### src/rtl/dts_sample_pipe.sv
// Registered, flow-controlled DTS sample builder: 3-bit interleave / wide-sample maps,
// frame-boundary mode latch, frame-length check. DTS_SAMPLE_PIPE_FRAME_CNT_EN adds frame_cnt.

module dts_sample_lane #(
    parameter int WIDE_BITS = 8,
    parameter int OUT_BITS  = 12
) (
    input  logic [WIDE_BITS-1:0]   top,
    input  logic [WIDE_BITS-1:0]   mid,
    input  logic [WIDE_BITS-1:0]   bot,
    output logic [3*WIDE_BITS-1:0] three_bit,
    output logic [2*OUT_BITS-1:0]  wide
);
    always_comb begin
        three_bit = '0;
        for (int i = 0; i < WIDE_BITS; i++)
            three_bit[3*i +: 3] = {top[i], mid[i], bot[i]};
    end

    // input word left-justified in its sample; bottom is the lower-numbered sample
    assign wide = {OUT_BITS'(top) << (OUT_BITS - WIDE_BITS),
                   OUT_BITS'(bot) << (OUT_BITS - WIDE_BITS)};
endmodule

module dts_sample_pipe #(
    parameter int INPUT_WIDTH = 128,
    parameter int WIDE_BITS   = 8,
    parameter int OUT_BITS    = 12,
    parameter int FRAME_BEATS = 1024,
    parameter int ERR_W       = 16
) (
    input  logic                     clk,
    input  logic                     rst_n,
    input  logic                     cfg_three_bit,
    input  logic [3*INPUT_WIDTH-1:0] s_data,
    input  logic                     s_sync,
    input  logic                     s_valid,
    output logic                     s_ready,
    output logic [3*INPUT_WIDTH-1:0] m_data,
    output logic                     m_sync,
    output logic                     m_three_bit,
    output logic                     m_valid,
    input  logic                     m_ready,
    output logic                     locked,
    output logic                     sync_err,
    output logic [ERR_W-1:0]         sync_err_cnt
`ifdef DTS_SAMPLE_PIPE_FRAME_CNT_EN
    ,
    output logic [31:0]              frame_cnt
`endif
);
    localparam int LANES = INPUT_WIDTH / WIDE_BITS;
    localparam int DW    = 3 * INPUT_WIDTH;
    localparam int CW    = $clog2(FRAME_BEATS);

    typedef struct packed {
        logic [DW-1:0] data;
        logic          sync;
        logic          three_bit;
    } beat_t;

    logic [2:1]    vld_pipe;
    beat_t         s1_d, s1_q, s2_q;
    logic          ld1, ld2, acc;
    logic          mode_q, mode_eff, locked_q;
    logic [CW-1:0] cnt_q;
    logic          last_beat, err_d;

    logic [LANES-1:0][3*WIDE_BITS-1:0] lane_three;
    logic [LANES-1:0][2*OUT_BITS-1:0]  lane_wide;

    for (genvar k = 0; k < LANES; k++) begin : g_lane
        dts_sample_lane #(
            .WIDE_BITS (WIDE_BITS),
            .OUT_BITS  (OUT_BITS)
        ) u_lane (
            .top       (s_data[2*INPUT_WIDTH + k*WIDE_BITS +: WIDE_BITS]),
            .mid       (s_data[INPUT_WIDTH + k*WIDE_BITS +: WIDE_BITS]),
            .bot       (s_data[k*WIDE_BITS +: WIDE_BITS]),
            .three_bit (lane_three[k]),
            .wide      (lane_wide[k])
        );
    end

    // a stage loads when empty or when its occupant moves on this cycle
    assign ld2     = !vld_pipe[2] || m_ready;
    assign ld1     = !vld_pipe[1] || ld2;
    assign s_ready = ld1;
    assign acc     = s_valid && s_ready;

    // a sync beat is built with the mode it brings in
    assign mode_eff = s_sync ? cfg_three_bit : mode_q;

    always_comb begin
        s1_d           = '0;
        s1_d.sync      = s_sync;
        s1_d.three_bit = mode_eff;
        s1_d.data      = mode_eff ? DW'(lane_three) : DW'(lane_wide);
    end

    assign last_beat = (cnt_q == CW'(FRAME_BEATS - 1));
    assign err_d     = acc && locked_q && (s_sync != last_beat);

    always_ff @(posedge clk) begin
        if (!rst_n) begin
            vld_pipe     <= '0;
            s1_q         <= '0;
            s2_q         <= '0;
            mode_q       <= 1'b0;
            locked_q     <= 1'b0;
            cnt_q        <= '0;
            sync_err     <= 1'b0;
            sync_err_cnt <= '0;
        end else begin
            if (ld2) begin
                vld_pipe[2] <= vld_pipe[1];
                s2_q        <= s1_q;
            end
            if (ld1) begin
                vld_pipe[1] <= s_valid;
                if (s_valid)
                    s1_q <= s1_d;
            end

            sync_err <= err_d;
            if (err_d && sync_err_cnt != '1)
                sync_err_cnt <= sync_err_cnt + ERR_W'(1);

            // both error kinds and a clean wrap restart the frame at 0
            if (acc) begin
                if (s_sync) begin
                    mode_q   <= cfg_three_bit;
                    locked_q <= 1'b1;
                end
                if (s_sync || last_beat)
                    cnt_q <= '0;
                else if (locked_q)
                    cnt_q <= cnt_q + CW'(1);
            end
        end
    end

    assign m_valid     = vld_pipe[2];
    assign m_data      = s2_q.data;
    assign m_sync      = s2_q.sync;
    assign m_three_bit = s2_q.three_bit;
    assign locked      = locked_q;

`ifdef DTS_SAMPLE_PIPE_FRAME_CNT_EN
    always_ff @(posedge clk) begin
        if (!rst_n)
            frame_cnt <= '0;
        else if (vld_pipe[2] && m_ready && s2_q.sync)
            frame_cnt <= frame_cnt + 32'd1;
    end
`endif

endmodule

### config.mk
export PLATFORM = sky130hd
export DESIGN_NAME = dts_sample_pipe
export DESIGN_NICKNAME = d
export VERILOG_FILES = /design/src/rtl/dts_sample_pipe.sv
export SDC_FILE = /design/constraint.sdc
export NUM_CORES = 2
export LEC_CHECK = 0
export ABC_AREA = 1
export ABC_CLOCK_PERIOD_IN_PS = 2000
export BUFFER_PORTS_ARGS = -buffer_cell sky130_fd_sc_hd__buf_2
export CORE_AREA = 2 2 306 308
export DETAILED_ROUTE_END_ITERATION = 10
export DIE_AREA = 0 0 308 310
export GPL_TIMING_DRIVEN = 0
export PLACE_DENSITY_LB_ADDON = 0.25
export SYNTH_ARGS = -nofsm -noshare
export SYNTH_HDL_FRONTEND = slang
export SYNTH_SLANG_ARGS = --single-unit
### constraint.sdc
create_clock -name clk -period 2 [get_ports clk]
set_clock_uncertainty 0.05 [all_clocks]
set_input_delay 0.4 -clock clk [delete_from_list [all_inputs] [get_ports clk]]
set_output_delay 0.4 -clock clk [all_outputs]
set_load 0.1 [all_outputs]
==> reports/results.tsv <==
stage	metric	value	unit
pwr	P_leak	19.8	nW
logic_synthesis	Netlist Area Pre-Place	30800	µm²
global_route	GR Layer Usage met2	0.433	
timing	min Tclk post-route	1.99	ns
pwr	Clk network pwr share	0.403	
die	CORE AREA	92500	µm²
critical_path	Reg2Reg Depth	11	
logic_synthesis	share of async-settable or async-resettable flops after synthesis	0	
die	Die Ht	310	µm
logic_synthesis	leading area contributor after synthesis	dfxtp_1	
die	DIE AREA	95500	µm²
timing	RSZ-0062 raised after global routing	yes	
layout	Finished Layout Cells	6508	
logic_synthesis	Syn Area/Cell	7.53	µm²
critical_path	terminus of the critical flop-to-flop path	sync_err_cnt[2]$_SDFFE_PN0P_	
critical_path	Crit Path Category	reg2reg	
critical_path	Reg2Reg Launch Point	cnt_q[1]$_SDFFE_PN0P_	
logic_synthesis	largest family of logic cells by synthesized area	simple AND/OR/NAND/NOR gates	
critical_path	Register-to-Register Setup Slack	0.009	ns
logic_synthesis	Yosys reg bits	802	
global_route	antenna violations before repair	30	
critical_path	crit-path cells	ha_4 > nand2_4 > inv_2 > nand4_1 > ha_1 > nand4_1 > inv_2 > nand2_4 > buf_6 > nand2_2 > a21oi_2	
critical_path	Buf/Inv on CP	3	
clocking	Skew-Pair Late Insertion Delay	0.65	ns
logic_synthesis	Ys Warns	0	
logic_synthesis	Post-synth EDFFs	0	
pwr	combinational power share	0.186	
drt	via count	31797	
timing	Final period util	0.996	
die	die width	308	µm
drt	drt drc	0	
outcome	status	finished, final reports clean	
timing	Max Clk Rate	502	MHz
global_route	met1 usage	0.319	
critical_path	WP data arrival	2.45	ns
clocking	Num CTS Buffers	90	
critical_path	CP top delay family	simple AND/OR/NAND/NOR gates	
die	Starting Density	0.333	
min_path	worst hold stages	5	
logic_synthesis	fraction of the mapped netlist area in simple logic gates	0.244	
drt	drt pass-1 iters	8	
logic_synthesis	Post-Synth Adder-Cell Area	0.00163	
global_route	number of global-route vias before repair	30344	
logic_synthesis	mux contribution to synthesized area	0	
clocking	CTS tree	built	
pwr	PD cells	1010	nW/µm²
critical_path	slowest CP cell	dfxtp_4	
logic_synthesis	cells after synthesis	4086	
drt	drt via density	4.89	
timing	max-slew violation count	0	
timing	final setup fails	0	
critical_path	Critical Path Max Stage Delay	0.36	ns
min_path	Hold EP	s1_q[165]$_SDFFE_PN0N_	
layout	P&R area growth vs syn	37.0	%
placed_design	DP HPWL	94900	µm
logic_synthesis	Post-synth top flop	dfxtp_1	
clocking	Clock transition at path regs	0.06	ns
timing	Slew HR	0.314	
placed_design	GP Congestion	0.938	
min_path	min-delay src	s_data[182]	
global_route	GRT overflow	0	
pwr	sequential share of power	0.411	
logic_synthesis	Compound-Gate Fraction of Synth Area	0.150	
timing	Final Hold Vio Count	0	
layout	Final Cell Area	42100	µm²
global_route	grt met3 use	0.0638	
logic_synthesis	Mapped Nets	4480	
drt	DRT Wirelength	129000	µm
placed_design	DP Area	36300	µm²
clocking	htree depth	3	
placed_design	pre-CTS setup slack	-0.700	ns
critical_path	Worst Path Max Fanout	5	
drt	initial drt markers	2753	
logic_synthesis	Synth top area share	0.522	
global_route	largest net degree at the start of global routing	14	
global_route	busiest grt layer	met2	
critical_path	CP endpoint kind	register	
placed_design	dpl cells	6077	
logic_synthesis	most common cell in the synthesized netlist	nor2_1	
clocking	maximum root-to-sink buffer count	3	
global_route	first-pass GRT wire length	188000	µm
logic_synthesis	largest cells by area after synthesis	dfxtp_1 52%, nor2_1 11%, nand2_1 9.5%, o21ai_0 6.9%, o211ai_1 5.3%	
logic_synthesis	Unique masters post-synth	31	
pwr	switching portion of total power	0.319	
flow_run	Max-Cap Viols	0	
drt	Post-DRT Antenna Nets	0	
layout	share of layout cells above drive strength 1	0.228	
logic_synthesis	post-synthesis sequential area ratio	0.522	
clocking	# clock sinks	802	
die	IO Pins	796	
layout	final net count	5616	
placed_design	IO Port Bufs	794	
critical_path	CP Launch Type	register	
die	Rows	112	
timing	fin worst setup slack	0.00898	ns
logic_synthesis	xor/xnor share of the synthesized area	0.00142	
min_path	Hold Path Class	in2reg	
pwr	P_int	0.0289	W
logic_synthesis	Commonest cells post-synth	868 x nor2_1, 802 x dfxtp_1, 780 x nand2_1	
drt	wire per inst	19.9	µm
pwr	worst vdd ir	0.629	mV
pwr	switching power	0.0135	W
clocking	Root Driver	clkbuf_16	
timing	worst-margin pin slew	1.03	ns
global_route	overall global routing resource usage	0.259	
critical_path	Critical Path RT	2.45	ns
-- state kept, by name (all words and copies together) (netlist names) --
name          count
s1_q            386
cnt_q            10
m_three_bit       1
sync_err          1
m_data          384
locked            1
sync_err_cnt     16
vld_pipe          2
m_sync            1
-- area by class of cell --
cell class                      instances  area, µm²
Fill cell                            9507      50300
Sequential cell                       802      16100
Multi-Input combinational cell       2719      12300
Timing Repair Buffer                 1045       6590
Clock buffer                          130       2630
Buffer                                307       1570
Tap cell                             1197       1500
Inverter                              257        972
Clock inverter                         37        424
Antenna cell                           14       35.0
-- through the flow --
step	hold WS [ns]	power, W	setup TNS [ns]	utilization
3_3_place_gp	0.403	0.0252	-350.60	0.392
2_1_floorplan	0.382	0.0230	0	-
6_report	0.0498	0.0425	0	0.456
4_1_cts	0.000223	0.0428	-0.211	0.454
3_5_place_dp	0.405	0.0252	-340.58	0.392
5_1_grt	0.0336	0.0440	-1.69	0.455
-- kinds of logic (layout without fill, tap and decap cells) --
family,Yosys count,in the layout
adders and majority gates,4,4
other,0,14
DFF,802,802
xor gates and xnor gates,5,5
AOI/OAI and AO/OA,804,804
and+or+nand+nor,1906,1906
buffers and inverters,565,1776
-- cell usage in the layout, fill, tap and decap left out, types with 10 or more instances in the layout --
| cell type | Yosys | layout |
|---|---|---|
| dlygate4sd3_1 | 0 | 241 |
| nand2_2 | 2 | 10 |
| clkbuf_1 | 140 | 136 |
| diode_2 | 0 | 14 |
| o211ai_1 | 219 | 219 |
| buf_6 | 10 | 15 |
| clkbuf_2 | 0 | 18 |
| inv_2 | 9 | 10 |
| inv_1 | 246 | 244 |
| dfxtp_2 | 0 | 18 |
| buf_2 | 123 | 863 |
| clkbuf_16 | 0 | 90 |
| clkinv_2 | 0 | 16 |
| o21ai_0 | 424 | 423 |
| nor2_1 | 868 | 865 |
| nand2_1 | 780 | 768 |
| a21oi_1 | 151 | 146 |
| buf_4 | 34 | 86 |
| nand3_1 | 238 | 238 |
| dfxtp_1 | 802 | 781 |
| clkbuf_8 | 0 | 23 |
-- metal layers --
metal / routed length (µm) / up-vias
met1: 53900 / 14962
li1: - / 15488
met5: 170 / -
met2: 60600 / 1086
met3: 9390 / 235
met4: 5090 / 26
-- tightest hold or removal path: cells and delay by family --
| kind | cells | cell delay (ns) |
|---|---|---|
| AND/OR/NAND/NOR | 2 | 0.11 |
| buffers and inverters | 2 | 0.13 |
| AO/OA/AOI/OAI | 1 | 0.08 |
-- power by group through the flow --
stage	clock network, W	logic (W)	registers [W]
finish	0.0171	0.00791	0.0174
global route	0.0180	0.00842	0.0175
CTS	0.0174	0.00790	0.0174
detailed placement	0	0.00744	0.0178
global placement	0	0.00741	0.0178
floorplan	0	0.00225	0.0208
-- worst max-delay path by stage --
stage	slack [ns]	to	cells past startpoint	start
2_1_floorplan	0.01	sync_err_cnt[14]$_SDFFE_PN0P_	9	sync_err_cnt[0]$_SDFFE_PN0P_
3_3_place_gp	-0.73	m_data[146]$_SDFFE_PN0P_	8	m_ready
3_5_place_dp	-0.70	s1_q[220]$_SDFFE_PN0N_	5	rst_n
4_1_cts	-0.04	sync_err_cnt[5]$_SDFFE_PN0P_	10	cnt_q[7]$_SDFFE_PN0P_
5_1_grt	-0.12	sync_err_cnt[5]$_SDFFE_PN0P_	9	cnt_q[6]$_SDFFE_PN0P_
6_report	0.009	sync_err_cnt[2]$_SDFFE_PN0P_	11	cnt_q[1]$_SDFFE_PN0P_
-- what timing repair did --
item,4_1_cts,5_1_grt
pin swaps,10,7
cloned,1,0
hold endpoints to repair,238,0
gates resized for setup,85,52
setup endpoints to repair,669,237
buffers inserted,7,2
hold buffers,241,0
No activity file was read; power rests on OpenSTA's default activity.
